### src/rtl/step_seq_pkg.sv
// Shared constants for the three-axis step sequencer: FSM state codes,
// end-cause codes and default timing values.
package step_seq_pkg;

  localparam int PULSE_CYCLES_DEF = 16;
  localparam int DIR_SETUP_DEF    = 8;

  localparam logic [1:0] ST_IDLE  = 2'd0;
  localparam logic [1:0] ST_SETUP = 2'd1;
  localparam logic [1:0] ST_PULSE = 2'd2;
  localparam logic [1:0] ST_LOW   = 2'd3;

  localparam logic [1:0] CAUSE_DONE  = 2'd0;
  localparam logic [1:0] CAUSE_LIMIT = 2'd1;
  localparam logic [1:0] CAUSE_FAULT = 2'd2;
  localparam logic [1:0] CAUSE_STOP  = 2'd3;

  // Cause codes are ordered so that a higher value means a higher priority.
  function automatic logic [1:0] max_cause(input logic [1:0] a, input logic [1:0] b);
    return (a > b) ? a : b;
  endfunction

endpackage

### src/rtl/axis_stepper.sv
// One motor axis: DIR setup, fixed-width STEP pulses at the programmed period,
// stop handling and sticky done/cause flags. STEP_SEQ_HOLD_EN keeps ENABLE after a clean finish.
module axis_stepper
  import step_seq_pkg::*;
#(
  parameter int CNT_W        = 24,
  parameter int PER_W        = 16,
  parameter int PULSE_CYCLES = PULSE_CYCLES_DEF,
  parameter int DIR_SETUP    = DIR_SETUP_DEF
) (
  input  logic             clk,
  input  logic             reset,
  input  logic             start,
  input  logic             dir_in,
  input  logic [CNT_W-1:0] steps_in,
  input  logic [PER_W-1:0] period_in,
  input  logic             abort,
  input  logic             fault,
  input  logic             lim_min,
  input  logic             lim_max,
  input  logic             irq_ack,
  output logic             m_step,
  output logic             m_dir,
  output logic             m_enable,
  output logic             busy,
  output logic             done,
  output logic [1:0]       cause
);

  localparam int TMR_MAX = (PULSE_CYCLES > DIR_SETUP) ? PULSE_CYCLES : DIR_SETUP;
  localparam int TMR_W   = $clog2(TMR_MAX + 1);
  localparam logic [PER_W-1:0] MIN_PER = PER_W'(2 * PULSE_CYCLES);

  logic [1:0]       state;
  logic [TMR_W-1:0] tmr;
  logic [PER_W-1:0] per_cnt;
  logic [PER_W-1:0] eff;
  logic [CNT_W-1:0] rem;
  logic [1:0]       pend;
  logic             dir_r;
  logic             done_r;
  logic [1:0]       cause_r;

  logic       lim_hit;
  logic       stop_now;
  logic [1:0] stop_code;
  logic       fin;
  logic [1:0] fin_cause;

  // Only the limit ahead of the direction of travel matters.
  assign lim_hit  = dir_r ? lim_max : lim_min;
  assign stop_now = abort | fault | lim_hit;

  always_comb begin
    stop_code = CAUSE_DONE;
    if (lim_hit) stop_code = CAUSE_LIMIT;
    if (fault)   stop_code = CAUSE_FAULT;
    if (abort)   stop_code = CAUSE_STOP;
  end

  always_comb begin
    fin       = 1'b0;
    fin_cause = CAUSE_DONE;
    case (state)
      ST_IDLE:  fin = start && (steps_in == '0);
      ST_SETUP: begin
        fin       = stop_now;
        fin_cause = stop_code;
      end
      ST_PULSE: begin
        if (tmr == '0 && (stop_now || pend != CAUSE_DONE)) begin
          fin       = 1'b1;
          fin_cause = max_cause(pend, stop_code);
        end
      end
      ST_LOW: begin
        if (stop_now) begin
          fin       = 1'b1;
          fin_cause = stop_code;
        end else if (per_cnt == '0 && rem == CNT_W'(1)) begin
          fin = 1'b1;
        end
      end
      default: ;
    endcase
  end

  always_ff @(posedge clk) begin
    if (reset) begin
      state   <= ST_IDLE;
      tmr     <= '0;
      per_cnt <= '0;
      eff     <= '0;
      rem     <= '0;
      pend    <= CAUSE_DONE;
      dir_r   <= 1'b0;
      done_r  <= 1'b0;
      cause_r <= CAUSE_DONE;
    end else begin
      done_r <= fin | (done_r & ~irq_ack);
      if (fin) cause_r <= fin_cause;
      case (state)
        ST_IDLE: begin
          if (start) begin
            dir_r <= dir_in;
            eff   <= (period_in < MIN_PER) ? MIN_PER : period_in;
            rem   <= steps_in;
            pend  <= CAUSE_DONE;
            tmr   <= TMR_W'(DIR_SETUP - 1);
            if (steps_in != '0) state <= ST_SETUP;
          end
        end
        ST_SETUP: begin
          if (stop_now) begin
            state <= ST_IDLE;
          end else if (tmr == '0) begin
            state   <= ST_PULSE;
            tmr     <= TMR_W'(PULSE_CYCLES - 1);
            per_cnt <= eff - 1'b1;
          end else begin
            tmr <= tmr - 1'b1;
          end
        end
        ST_PULSE: begin
          // A pulse always runs to full width; stops seen meanwhile are remembered.
          per_cnt <= per_cnt - 1'b1;
          if (stop_now) pend <= max_cause(pend, stop_code);
          if (tmr == '0) state <= fin ? ST_IDLE : ST_LOW;
          else           tmr   <= tmr - 1'b1;
        end
        ST_LOW: begin
          if (stop_now) begin
            state <= ST_IDLE;
          end else if (per_cnt == '0) begin
            if (rem == CNT_W'(1)) begin
              state <= ST_IDLE;
            end else begin
              rem     <= rem - 1'b1;
              state   <= ST_PULSE;
              tmr     <= TMR_W'(PULSE_CYCLES - 1);
              per_cnt <= eff - 1'b1;
            end
          end else begin
            per_cnt <= per_cnt - 1'b1;
          end
        end
        default: state <= ST_IDLE;
      endcase
    end
  end

  assign m_step = (state == ST_PULSE);
  assign busy   = (state != ST_IDLE);
  assign m_dir  = dir_r;
  assign done   = done_r;
  assign cause  = cause_r;

`ifdef STEP_SEQ_HOLD_EN
  logic hold;
  always_ff @(posedge clk) begin
    if (reset)               hold <= 1'b0;
    else if (abort || fault) hold <= 1'b0;
    else if (fin)            hold <= (fin_cause == CAUSE_DONE);
  end
  assign m_enable = busy | hold;
`else
  assign m_enable = busy;
`endif

endmodule

### src/rtl/step_sequencer.sv
// Three-axis step pulse scheduler: command decode, emergency-stop fan-out, error flag and irq.
// Optional holding torque after clean moves is enabled by defining STEP_SEQ_HOLD_EN.
module step_sequencer
  import step_seq_pkg::*;
#(
  parameter int AXES         = 3,
  parameter int CNT_W        = 24,
  parameter int PER_W        = 16,
  parameter int PULSE_CYCLES = PULSE_CYCLES_DEF,
  parameter int DIR_SETUP    = DIR_SETUP_DEF
) (
  input  logic                clk,
  input  logic                reset,
  input  logic                cmd_valid,
  output logic                cmd_ready,
  input  logic [1:0]          cmd_axis,
  input  logic                cmd_dir,
  input  logic [CNT_W-1:0]    cmd_steps,
  input  logic [PER_W-1:0]    cmd_period,
  input  logic [AXES-1:0]     abort,
  input  logic [AXES-1:0]     irq_ack,
  input  logic [AXES-1:0]     m_fault,
  input  logic [2*AXES-1:0]   m_stop,
  input  logic                em_stop,
  output logic [AXES-1:0]     m_step,
  output logic [AXES-1:0]     m_dir,
  output logic [AXES-1:0]     m_enable,
  output logic [AXES-1:0]     busy,
  output logic [AXES-1:0]     done,
  output logic [2*AXES-1:0]   cause,
  output logic                cmd_err,
  output logic                irq
);

  logic accept;

  // Axis code 3 is always taken (then dropped) so the host never stalls on it.
  always_comb begin
    cmd_ready = 1'b0;
    if (cmd_axis == 2'd3) cmd_ready = 1'b1;
    for (int a = 0; a < AXES; a++) begin
      if (cmd_axis == 2'(a)) cmd_ready = ~busy[a] & ~m_fault[a];
    end
    if (reset || em_stop) cmd_ready = 1'b0;
  end

  assign accept = cmd_valid & cmd_ready;

  always_ff @(posedge clk) begin
    if (reset)                             cmd_err <= 1'b0;
    else if (accept && cmd_axis == 2'd3)   cmd_err <= 1'b1;
  end

  assign irq = |done;

  for (genvar a = 0; a < AXES; a++) begin : g_axis
    axis_stepper #(
      .CNT_W       (CNT_W),
      .PER_W       (PER_W),
      .PULSE_CYCLES(PULSE_CYCLES),
      .DIR_SETUP   (DIR_SETUP)
    ) u_axis (
      .clk      (clk),
      .reset    (reset),
      .start    (accept && cmd_axis == 2'(a)),
      .dir_in   (cmd_dir),
      .steps_in (cmd_steps),
      .period_in(cmd_period),
      .abort    (abort[a] | em_stop),
      .fault    (m_fault[a]),
      .lim_min  (m_stop[2*a]),
      .lim_max  (m_stop[2*a+1]),
      .irq_ack  (irq_ack[a]),
      .m_step   (m_step[a]),
      .m_dir    (m_dir[a]),
      .m_enable (m_enable[a]),
      .busy     (busy[a]),
      .done     (done[a]),
      .cause    (cause[2*a +: 2])
    );
  end

endmodule

### config.mk
export PLATFORM = sky130hd
export DESIGN_NAME = step_sequencer
export DESIGN_NICKNAME = d
export VERILOG_FILES = /design/src/rtl/step_seq_pkg.sv /design/src/rtl/axis_stepper.sv /design/src/rtl/step_sequencer.sv
export SDC_FILE = /design/constraint.sdc
export NUM_CORES = 1
export LEC_CHECK = 0
export ABC_AREA = 1
export CAP_MARGIN = 5
export CORE_MARGIN = 3
export CORE_UTILIZATION = 55
export CTS_CLUSTER_SIZE = 25
export DETAILED_ROUTE_END_ITERATION = 10
export PLACE_DENSITY = 0.84
export SLEW_MARGIN = 20
export SYNTH_ARGS = -nofsm -noshare
export SYNTH_HDL_FRONTEND = slang
export SYNTH_SLANG_ARGS = --single-unit
### constraint.sdc
create_clock -name clk -period 2 [get_ports clk]
set_input_delay 0.2 -clock clk [delete_from_list [all_inputs] [get_ports clk]]
set_output_delay 0.2 -clock clk [all_outputs]
set_load 0.01 [all_outputs]
==> results.tsv <==
metric	value	unit
CP required	2460	ps
Post-synth EDFFs	0	
worst slack at placement	-502	ps
CTS max path bufs	3	
hold endpoint	g_axis[2].u_axis.eff[2]$_SDFFE_PP0P_	
post-synthesis mux area share	0	
Critical Path Start Type	flip-flop	
WHS	257	ps
worst-margin pin slew	787	ps
Max Freq	504	MHz
Synth async-reset ratio	0	
Internal	8.81	mW
post-synthesis cell area	0.0141	mm2
clock group share of total power	0.380	
r2r endpoint	g_axis[0].u_axis.rem[8]$_SDFFE_PP0P_	
Avg WL per Cell	15.8	um
Crit. End Element	flip-flop	
grt total ovfl	0	
PD cells	740	mW/mm2
CP arrival	2440	ps
Comb pwr share	0.273	
Worst Hold Class	primary input to flip-flop	
minimum clock period	1980	ps
gp weighted congestion	0.988	
fin crit share	0.991	
largest net degree at the start of global routing	62	
status	finished clean	
flop-to-flop setup slack	20	ps
DPL Wire Length	33300	um
WHS Path Cells	3	
Sw Pwr	4.18	mW
Initial Util	0.569	
number of vias per cell	5.61	
Die Ht	166	um
Final Skew	19.3	ps
CTS buffer count	24	
# nets final	2646	
number of global-route vias before repair	15250	
Routed WL	45800	um
Syn Inst Count	2349	
post-synthesis average cell area	5.98	um2
I/O Buffers	85	
layout cells sized above 1	0.138	
total core area	0.0247	mm2
Slew Limit Fails	0	
CTS clk-pin slew, worst paths	60	ps
Syn-to-layout area delta	25.0	%
share of power burned in registers	0.347	
Worst Slack Setup Final	17.7	ps
Max FO, Critical Path	8	
Max-slew headroom	0.475	
largest family of logic cells by synthesized area	simple AND/OR/NAND/NOR gates	
most frequent cells in the layout	nand2_1 (520), nor2_1 (398), inv_1 (243), o21ai_0 (229), dfxtp_1 (200)	
hold wc startpoint	cmd_period[2]	
site row count	57	
number of diodes	0	
Post-route DRC	0	
compound-gate portion of the synthesized area	0.181	
Yosys warnings	0	
setup violators final	0	
Net Sw Frac	0.322	
total number of H-tree levels	1	
Pleak	8.33	nW
sequential share of the synthesized area	0.296	
Max Cap Violations	0	
first-iteration detailed-routing DRC count	1645	
most common cell after layout, fill and taps aside	nand2_1	
die area	0.0275	mm2
# clock sinks	208	
ANT nets after route	0	
XOR/XNOR share of the synthesized area	0.0380	
VDD IR max	0.000647	V
RSZ-0062 raised after global routing	true	
simple-gate portion of the synthesized area	0.355	
r2r worst-path depth	11	
initial antenna violation count	1	
Core Util, Final	0.712	
syn nets	2440	
Adder-Cell Fraction of Synth Area	0.0258	
first-pass GRT wire length	73100	um
Final Hold Viols	0	
distinct cell type count after synthesis	45	
critical path class	flip-flop to flip-flop	
I/O pin cnt	86	
Cell Area, Placed	0.0162	mm2
DR pass1 iterations	6	
Post-Layout Inst Area	0.0176	mm2
TritonCTS clock tree	built	
Vias	16249	
Most used DFF post-synth	dfxtp_1	
FF-to-FF Start	g_axis[0].u_axis.per_cnt[1]$_SDFFE_PP0P_	
worst skew pair latency	540	ps
Tot Pwr	13.0	mW
CTS Root Cell	clkbuf_16	
Horiz. Die Dim	166	um
gr usage total	0.310	
post-synthesis register bit count	208	
[worst max-delay path: stages, from the launching register on]
cell,delay [ps]
dfxtp_1,320
inv_2,70
ha_2,190
inv_1,80
nor3_2,170
nand2_1,110
o21ai_2,160
nand2_1,110
a21oi_4,290
clkbuf_16,220
nand2_1,60
a21oi_1,130
[worst max path at each step]
stage                                                        start                                       end  slack [ps]  cells after the start
after floorplan           g_axis[2].u_axis.per_cnt[0]$_SDFFE_PP0P_  g_axis[2].u_axis.per_cnt[5]$_SDFFE_PP0P_         160                     12
after global placement                                     em_stop    g_axis[0].u_axis.cause[0]$_SDFFE_PP0P_        -390                     13
after detailed placement                                   em_stop    g_axis[0].u_axis.cause[0]$_SDFFE_PP0P_        -500                     13
after CTS                   g_axis[0].u_axis.state[0]$_SDFFE_PP0P_                               m_enable[0]         0.5                      4
after global routing      g_axis[0].u_axis.per_cnt[1]$_SDFFE_PP0P_     g_axis[0].u_axis.rem[20]$_SDFFE_PP0P_        -110                     11
final                     g_axis[0].u_axis.per_cnt[1]$_SDFFE_PP0P_      g_axis[0].u_axis.rem[8]$_SDFFE_PP0P_          20                     11
[synth_stat cells, types with 18 or more instances]
master    count  area (um2)
o21ai_0     240        1200
xor2_1       42         368
dfxtp_1     208        4160
xnor2_1      19         166
a21oi_1     209        1050
nand4_1      28         175
inv_1       257         965
nor3_1       36         180
nand3_1     140         701
nand2_1     537        2020
buf_2        18        90.1
ha_1         29         363
clkbuf_1     47         176
buf_4        20         150
nor2_1      418        1570
[layer usage]
layer | track usage | wire length [um] | vias up
met1 | 0.407 | 19500 | 7402
met2 | 0.517 | 20900 | 705
met5 | 0 | 12 | -
met4 | 0.118 | 1780 | 2
li1 | - | - | 7982
met3 | 0.0450 | 3690 | 158
[layout make-up]
cell class | count | area (um2)
multi-input cells | 1787 | 8720
inverters | 264 | 998
fillers | 2086 | 7110
flip-flops and latches | 208 | 4170
repair buffers | 270 | 2370
clock buffers | 36 | 746
well taps | 324 | 405
clock inverters | 8 | 151
[power groups by stage]
stage / clock, mW / sequential (mW) / combinational, mW
2_1_floorplan: 0 / 4.55 / 2.18
3_3_place_gp: 0 / 4.58 / 3.19
3_5_place_dp: 0 / 4.58 / 3.27
4_1_cts: 4.96 / 4.50 / 3.32
5_1_grt: 5.17 / 4.54 / 3.95
6_report: 4.93 / 4.51 / 3.55
[logic make-up after synthesis]
group | Yosys count
compound gates | 490
fa+ha+maj | 29
simple gates | 1207
xor+xnor | 61
flops | 208
buf+inv | 354
[state kept, by name, indices dropped and copies added (netlist names)]
| register | cells |
|---|---|
| g_axis.u_axis.rem | 72 |
| g_axis.u_axis.eff | 48 |
| g_axis.u_axis.per_cnt | 48 |
| g_axis.u_axis.tmr | 15 |
| g_axis.u_axis.cause | 6 |
| g_axis.u_axis.pend | 6 |
| g_axis.u_axis.state | 6 |
| g_axis.u_axis.done | 3 |
| g_axis.u_axis.m_dir | 3 |
| cmd_err | 1 |
[metrics by stage]
step                setup TNS [ps]  std cells
finish                           0       2897
global route                 -2040       2897
detailed placement          -45330       2836
global placement            -36140       2836
floorplan                        0       2349
CTS                              0       2881
[what timing repair did]
item                                    CTS  global route
gates cloned                              0             1
pin swaps                                 1            27
resized for setup                        34           103
hold buffers                              0             0
endpoints found under the setup margin   82           145
buffers inserted                          1            15
Note: power is estimated with default switching activity, not from simulation.
